<file path="config.mk">
export PLATFORM = sky130hd
export DESIGN_NAME = layer_priority_scheduler
export DESIGN_NICKNAME = d
export VERILOG_FILES = /design/src/rtl/layer_priority_scheduler.sv
export SDC_FILE = /design/constraint.sdc
export NUM_CORES = 1
export LEC_CHECK = 0
export BUFFER_PORTS_ARGS = -buffer_cell sky130_fd_sc_hd__buf_2
export CAP_MARGIN = 25
export CORE_ASPECT_RATIO = 1.75
export CORE_MARGIN = 2
export CORE_UTILIZATION = 31
export DETAILED_ROUTE_END_ITERATION = 7
export SLEW_MARGIN = 5
export SYNTH_ARGS = -nofsm -noshare
export SYNTH_HDL_FRONTEND = slang
export SYNTH_SLANG_ARGS = --single-unit
</file>
<file path="constraint.sdc">
create_clock -name clk -period 12.8 [get_ports clk]
set_input_delay 1.92 -clock clk [delete_from_list [all_inputs] [get_ports clk]]
set_output_delay 1.92 -clock clk [all_outputs]
set_load 0.05 [all_outputs]
</file>
<file path="src/rtl/layer_priority_scheduler.sv">
// ----------------------------------------------------------------------------
// layer_priority_scheduler
//
// Runtime-configurable priority arbiter for the VGA object layers. Each pixel
// clock, the enabled, requesting, non-transparent layer with the lowest
// priority value wins (ties go to the lower layer index), and its RGB332 value
// is registered. When no layer wins, the background colour is shown.
// Priority/enable writes land in a shadow table, which is copied into the
// active table on startOfFrame, so a frame never mixes two priority orders.
//
// Optional feature macro: LAYER_PRIO_OVERLAP_COUNT_EN
//   defined   : counts cycles with two or more candidates per frame and
//               reports the previous frame's count on overlapCount
//               (saturating at 16'hFFFF).
//   undefined : no counter is built; overlapCount is tied to 16'h0000.
//
// Ports
//   clk            in   pixel clock
//   resetN         in   asynchronous, active-low reset
//   startOfFrame   in   1-cycle pulse at the first pixel of each frame
//   drawReq        in   per-layer draw request, bit i = layer i
//   layerRGB       in   packed RGB332, layer i at [8*i+7:8*i]
//   backGroundRGB  in   fallback colour
//   cfgValid       in   config write request
//   cfgReady       out  config write accept (combinational)
//   cfgLayer       in   layer being configured
//   cfgPrio        in   new priority (0 = highest)
//   cfgEnable      in   new enable for the layer
//   rgbOut         out  arbitrated RGB332, registered
//   winnerLayer    out  winning layer index, registered
//   winnerValid    out  1 = a layer won, 0 = background shown
//   overlapCount   out  overlap pixels counted in the previous frame
// ----------------------------------------------------------------------------
module layer_priority_scheduler #(
    parameter int         NUM_LAYERS      = 8,
    parameter int         IDX_W           = 3,
    parameter logic [7:0] TRANSPARENT_RGB = 8'hFF
) (
    input  logic                    clk,
    input  logic                    resetN,
    input  logic                    startOfFrame,
    input  logic [NUM_LAYERS-1:0]   drawReq,
    input  logic [NUM_LAYERS*8-1:0] layerRGB,
    input  logic [7:0]              backGroundRGB,
    input  logic                    cfgValid,
    output logic                    cfgReady,
    input  logic [IDX_W-1:0]        cfgLayer,
    input  logic [IDX_W-1:0]        cfgPrio,
    input  logic                    cfgEnable,
    output logic [7:0]              rgbOut,
    output logic [IDX_W-1:0]        winnerLayer,
    output logic                    winnerValid,
    output logic [15:0]             overlapCount
);

    // Config handshake: a write transfers on a rising clk edge where
    // cfgValid & cfgReady are both high. The requester must hold cfgLayer,
    // cfgPrio and cfgEnable stable while cfgValid is high and not yet
    // accepted. cfgReady drops only during startOfFrame, so a write never
    // races the shadow-to-active commit.
    assign cfgReady = ~startOfFrame;

    logic                  cfg_accept;
    logic [IDX_W-1:0]      shadow_prio [NUM_LAYERS];
    logic [NUM_LAYERS-1:0] shadow_en;
    logic [IDX_W-1:0]      active_prio [NUM_LAYERS];
    logic [NUM_LAYERS-1:0] active_en;

    assign cfg_accept = cfgValid & cfgReady;

    // Shadow and active tables. Out-of-range layer writes are accepted
    // (handshake completes) but change nothing.
    always_ff @(posedge clk or negedge resetN) begin
        if (!resetN) begin
            for (int i = 0; i < NUM_LAYERS; i++) begin
                shadow_prio[i] <= IDX_W'(i);
                active_prio[i] <= IDX_W'(i);
            end
            shadow_en <= '1;
            active_en <= '1;
        end else begin
            if (cfg_accept && (int'(cfgLayer) < NUM_LAYERS)) begin
                shadow_prio[cfgLayer] <= cfgPrio;
                shadow_en[cfgLayer]   <= cfgEnable;
            end
            if (startOfFrame) begin
                for (int i = 0; i < NUM_LAYERS; i++) begin
                    active_prio[i] <= shadow_prio[i];
                end
                active_en <= shadow_en;
            end
        end
    end

    // Candidate mask and winner search. A strict "less than" keeps the
    // earlier (lower-index) layer on equal priority.
    logic [NUM_LAYERS-1:0] cand;
    logic                  best_found;
    logic [IDX_W-1:0]      best_prio;
    logic [IDX_W-1:0]      best_idx;
    logic [7:0]            best_rgb;

    always_comb begin
        cand       = '0;
        best_found = 1'b0;
        best_prio  = '0;
        best_idx   = '0;
        best_rgb   = backGroundRGB;
        for (int i = 0; i < NUM_LAYERS; i++) begin
            cand[i] = drawReq[i] & active_en[i] &
                      (layerRGB[8*i +: 8] != TRANSPARENT_RGB);
            if (cand[i] && (!best_found || (active_prio[i] < best_prio))) begin
                best_found = 1'b1;
                best_prio  = active_prio[i];
                best_idx   = IDX_W'(i);
                best_rgb   = layerRGB[8*i +: 8];
            end
        end
    end

    // Output register; winnerLayer keeps the last winner while background shows.
    always_ff @(posedge clk or negedge resetN) begin
        if (!resetN) begin
            rgbOut      <= '0;
            winnerLayer <= '0;
            winnerValid <= 1'b0;
        end else begin
            rgbOut      <= best_rgb;
            winnerValid <= best_found;
            if (best_found) begin
                winnerLayer <= best_idx;
            end
        end
    end

`ifdef LAYER_PRIO_OVERLAP_COUNT_EN
    logic        multi_cand;
    logic        seen_one;
    logic [15:0] overlap_cnt;
    logic [15:0] overlap_q;

    always_comb begin
        multi_cand = 1'b0;
        seen_one   = 1'b0;
        for (int i = 0; i < NUM_LAYERS; i++) begin
            if (cand[i]) begin
                if (seen_one) begin
                    multi_cand = 1'b1;
                end
                seen_one = 1'b1;
            end
        end
    end

    // The startOfFrame pixel belongs to the new frame, so the counter
    // restarts at 1 rather than 0 when that pixel overlaps.
    always_ff @(posedge clk or negedge resetN) begin
        if (!resetN) begin
            overlap_cnt <= '0;
            overlap_q   <= '0;
        end else if (startOfFrame) begin
            overlap_q   <= overlap_cnt;
            overlap_cnt <= multi_cand ? 16'd1 : 16'd0;
        end else if (multi_cand && (overlap_cnt != 16'hFFFF)) begin
            overlap_cnt <= overlap_cnt + 16'd1;
        end
    end

    assign overlapCount = overlap_q;
`else
    assign overlapCount = 16'h0000;
`endif

endmodule

</file>
Word level (Yosys, flattened, before mapping) --
Index checks and enable logic that the tools add are counted.
Cells by class: bitwise gates (word level) 19, $lt $le $gt $ge 11, mux-type cells 36, reduce and logical (&&, ||, !) cells 23, eq/ne operators 8
Operators with widths (number):
- $mux 8 | 8
- $ne 8x8->1 const B | 8
- $mux 3 | 14
- $bwmux 24 | 1
- $lt 3x3->1 | 7
- $and 1x1->1 | 17
- $mux 1 | 10
- $demux 3 s3 | 1
- $logic_and 1x1->1 | 9
- $bwmux 8 | 1
- $logic_not 1->1 | 7
- $logic_or 1x1->1 | 7
- $ge 4x4->1 const B | 1
- $lt 3x4->1 const B | 1
- $lt 4x1->1 const B | 1
- $not 3->4 | 1
- $demux 1 s3 | 1
- $ge 3x1->1 const B | 1
- $not 1->1 | 1
Storage, ports and cells: bits of input ports 91, output and inout port bits 29, register bits after elaboration 76, logic and storage cells 118

Depth between registers and ports, before layout --
word-level depth 31, gate-level depth with buffers 59, depth with buffers taken out 52

Worst setup path before layout --
No wires, ideal clock.
path kind input-to-reg, start point input layerRGB[6], end point register rgbOut[0], slack 0.554 ns, cell stages on the path 58, required time 12.675 ns, library setup time 0.125 ns, buffers on the path 7, arrival 12.121 ns, path through nand4_1 o211a_1 nand2_1 ha_1 a21o_1 a31oi_1 nor2_1 nor2_1 buf_2 clkbuf_1 nand2_1 o21ai_0 inv_1 ha_1 a21o_1 a21o_1 a21o_1 o41ai_4 [22 not listed] nor2_2 buf_6 mux2i_1 ha_1 o21ai_0 a21oi_1 nor2_1 a41oi_4 buf_6 o21ai_0 ha_1 o21ai_0 nand2b_1 a21o_1 and3_1 a221oi_2 buf_4 mux2_2
On the way: word-level cells in the longest chain between the ends 31, elaborated cells between the ends (all ways) 52, those cells by class order compare (7); eq/ne (1); mux (22); bitwise (1); reduce/logical (21)
RTL lines:
- start: declaration | RTL line 43 | input logic [NUM_LAYERS*8-1:0] layerRGB,
- $ne 8x8->1 * | RTL line 111 | (layerRGB[8*i +: 8] != TRANSPARENT_RGB);
- $and 1x1->1 * | RTL line 110 | cand[i] = drawReq[i] & active_en[i] &
- $mux 3 or $mux 1 (tied branches) | RTL line 112 | if (cand[i] && (!best_found || (active_prio[i] < best_prio))) begin
- $lt 3x3->1 or $logic_not 1->1 (tied branches) | RTL line 112
- $logic_or 1x1->1 | RTL line 112
- $logic_and 1x1->1 | RTL line 112
- $mux 3 or $mux 1 (tied branches) | RTL line 112
- $lt 3x3->1 or $logic_not 1->1 (tied branches) | RTL line 112
- [16 not listed]
- $logic_or 1x1->1 | RTL line 112
- $logic_and 1x1->1 | RTL line 112
- $mux 3 or $mux 1 (tied branches) | RTL line 112
- $lt 3x3->1 or $logic_not 1->1 (tied branches) | RTL line 112
- $logic_or 1x1->1 | RTL line 112
- $logic_and 1x1->1 | RTL line 112
- $mux 8 * | RTL line 112
- net best_rgb[0] | RTL line 101 | logic [7:0] best_rgb;
- end signal: assignment | RTL line 128 | rgbOut <= best_rgb;
- end: declaration | RTL line 50 | output logic [7:0] rgbOut,
The timed path passes the listed nets; every way through them passes the cells marked *. A chain may end at the register's enable or synchronous reset.

Worst setup path in the final report --
start point input layerRGB[6], end point register rgbOut[5]
Same word-level chain as after synthesis.

==> flow_summary.toml <==
[status]
status = "finished clean"

[worst_setup_path]
crit_type = "in -> reg"
rr_worst_depth = 52
cp.arrival_ns = 12.21
crit_required_ns = 13.02
cpMostUsedCell = "ha_1"
max_stage_delay_ns = 0.39
r2r_end = "rgbOut[5]"
crit_start = "layerRGB[6]"
worstSetupEndpointType = "flip-flop"
r2r-start = "active_en[0]"
rrSetupSlack_ns = 2.10
critPathLaunchType = "input port"
cp_max_fo = 15
cpMaxStageDelayCell = "mux2_2"

[die]
start_util_pct = 31.5
die_x_um = 98.3
row_count = 60
die_h_um = 169
io_pins = 120
die-area_sq_um = 16600
core_sq_um = 15300

[cts]
clkSinkCount = 76
cts-root-buf = "clkbuf_16"
clk_latency_ns = 0.34
clk_path_buf_depth = 2
htreeDepth = 3
clk_pin_slew_ns = 0.06
cts_buffers = 9
cts_tree = "done"
cts_hold_buf = 0

[synthesis]
synth_area_sq_um = 4820
synth_warnings = 0
synthArstFlopShare_pct = 100
synth_seq_cells = 76
synth_edf_count = 0
ys_top_cells_by_count = "85 x mux2_2, 40 x dfstp_2, 36 x dfrtp_1, 21 x nor2_1"
synth.largest_area_cell = "dfstp_2"
yosysTopAreaCellShare_pct = 21.8
syn_inst = 419
ys_seq_area_share_pct = 40.5
yosysMostFrequentCell = "mux2_2"
synth_cell_type_count = 57
synth.avg_cell_area_sq_um = 11.5
ys.flop_type = "dfstp_2"
ys_top_cells_by_area = "dfstp_2 22%, mux2_2 20%, dfrtp_1 19%, mux2i_1 3.9%, ha_1 3.4%"

[min_path]
hold_depth = 1
hold_class = "reg -> reg"
hp-start = "shadow_prio[15]"
holdPathEnd = "active_prio[15]"

[pwr]
p_comb_share_pct = 45.7
internal_power_uw = 704
pwr-share-seq_pct = 33.0
p_sw_uw = 448
p_total_uw = 1150
power_frac_clock_pct = 21.3
leakage_uw = 0.00258
max-vdd-ir-drop_mv = 0.0783
cellPowerDensity_nw_per_um2 = 198
sw_frac_of_total_pct = 38.9

[sta]
fmax_ghz = 0.0834
period_share_pct = 93.7
hold_viol = 0
fin_ws_ns = 0.808
skew_ns = 0.00630
rsz0062_at_grt = "false"
worst_pin_slew_ns = 0.937
maxSlewHeadroom_pct = 37.5
hold_ws_ns = 0.496
finalCriticalPeriod_ns = 11.99
drv_slew = 0
setup_viol = 0

[drt]
highest_layer = "met4"
route.met3.wl_um = 616
drt_iter0_markers = 144
wl_per_cell_um = 16.6
wl_met2_mm = 6.67
vias = 3702
m1WireLength_mm = 4.44
via_per_inst = 5.15
route.detailed.drc = 0
drt_first_pass_iters = 6
drtAntennaViolNets = 0
wl_mm = 12.0

[placement]
port_buffers = 103
dpl.hpwl_mm = 9.70
pre_cts_ws_ns = -0.0495
gp_congestion = 0.862

[grt]
grt_pass1_vias = 3734
grt_max_degree = 77
grt_pass1_wl_mm = 19.1
antenna_found_initial = 0
grt.overflow.total = 0
groute.usage.overall_pct = 14.5

[cells_and_area]
syn_to_final_growth_pct = 20.8
diodes = 0
fin_nets = 632
drive_above_1_share_pct = 52.5

[run]
cap_violations = 0
==> how the worst max path moves through the flow <==
| stage | endpoint | slack (ns) | cells past startpoint |
|---|---|---|---|
| after floorplan | rgbOut[0] | 0.55 | 58 |
| after global placement | rgbOut[4] | 0.45 | 52 |
| after detailed placement | rgbOut[5] | -0.05 | 50 |
| after CTS | rgbOut[5] | 0.27 | 51 |
| after global routing | rgbOut[7] | 0.02 | 54 |
| final | rgbOut[5] | 0.81 | 54 |
==> cell families (layout without fill, tap and decap cells) <==
kind of cell	count (synthesis)	in the layout	synth area share (%)
muxes	109	109	25.4
buffers and inverters	40	139	4.88
DFF	76	76	40.5
and+or+nand+nor	86	86	9.27
adders and majority gates	13	13	3.37
other	1	16	0.0778
AOI/OAI and AO/OA	94	94	16.6
==> area by class of cell <==
cell class | instances | area, sq um
Timing Repair Buffer | 114 | 611
Inverter | 9 | 33.8
Clock buffer | 10 | 239
Clock inverter | 6 | 53.8
Sequential cell | 76 | 1950
Fill cell | 1510 | 9490
Multi-Input combinational cell | 318 | 2700
Tap cell | 186 | 233
==> layout by cell type (no fill, tap or decap), types with 3 or more instances in the layout <==
cell	instances
o211a_1	3
a211oi_1	9
nand2_1	20
a21oi_1	4
o21ai_1	3
and3_1	3
mux2i_1	19
inv_1	9
o21a_1	3
o211ai_1	6
o211ai_2	3
dfstp_2	40
a31oi_1	5
clkbuf_16	9
a21o_1	17
dfrtp_1	36
nand4_1	18
buf_4	10
conb_1	16
nand3_1	4
mux2_2	85
buf_2	103
o21ai_0	20
nor2_1	21
nand3b_1	3
nor3b_1	3
nand2b_1	5
mux2_4	5
ha_1	13
==> registers in the layout, summed over array words and instances (netlist names) <==
name         flops
active_en        8
winnerValid      1
winnerLayer      3
active_prio     24
shadow_en        8
shadow_prio     24
rgbOut           8
==> layer usage <==
| metal | track usage (%) | vias to the layer above |
|---|---|---|
| met5 | 0 | - |
| met4 | 5.78 | 0 |
| met3 | 2.77 | 13 |
| met2 | 27.4 | 105 |
| met1 | 15.7 | 1813 |
| li1 | - | 1771 |
==> metrics by stage <==
| stage | TNS (ns) | instances | area [sq um] | utilization (%) |
|---|---|---|---|---|
| finish | 0 | 719 | 5820 | 38.0 |
| CTS | 0 | 714 | 5760 | 37.6 |
| floorplan | 0 | 434 | 4880 | - |
| detailed placement | -0.295 | 698 | 5470 | 35.7 |
| global route | 0 | 719 | 5820 | 38.0 |
| global placement | 0 | 698 | 5470 | 35.7 |
==> critical path, delay by kind of cell <==
| family | cells | cell delay (ns) |
|---|---|---|
| compound gates | 23 | 4.49 |
| fa+ha+maj | 7 | 1.83 |
| buf+inv | 7 | 0.71 |
| mux | 5 | 1.63 |
| simple gates | 12 | 1.59 |
==> what timing repair did <==
action	4_1_cts	5_1_grt
endpoints found under the setup margin	0	11
gates resized for setup	0	1
hold endpoints to repair	0	0
setup buffers	0	5
==> power by group through the flow <==
stage / sequential [uW] / clock (uW) / combinational (uW)
after floorplan: 436 / 0 / 337
after CTS: 381 / 252 / 515
after global placement: 382 / 0 / 501
final: 381 / 245 / 527
after global routing: 390 / 263 / 571
after detailed placement: 384 / 0 / 513
Power figures use the tool's default switching activity.
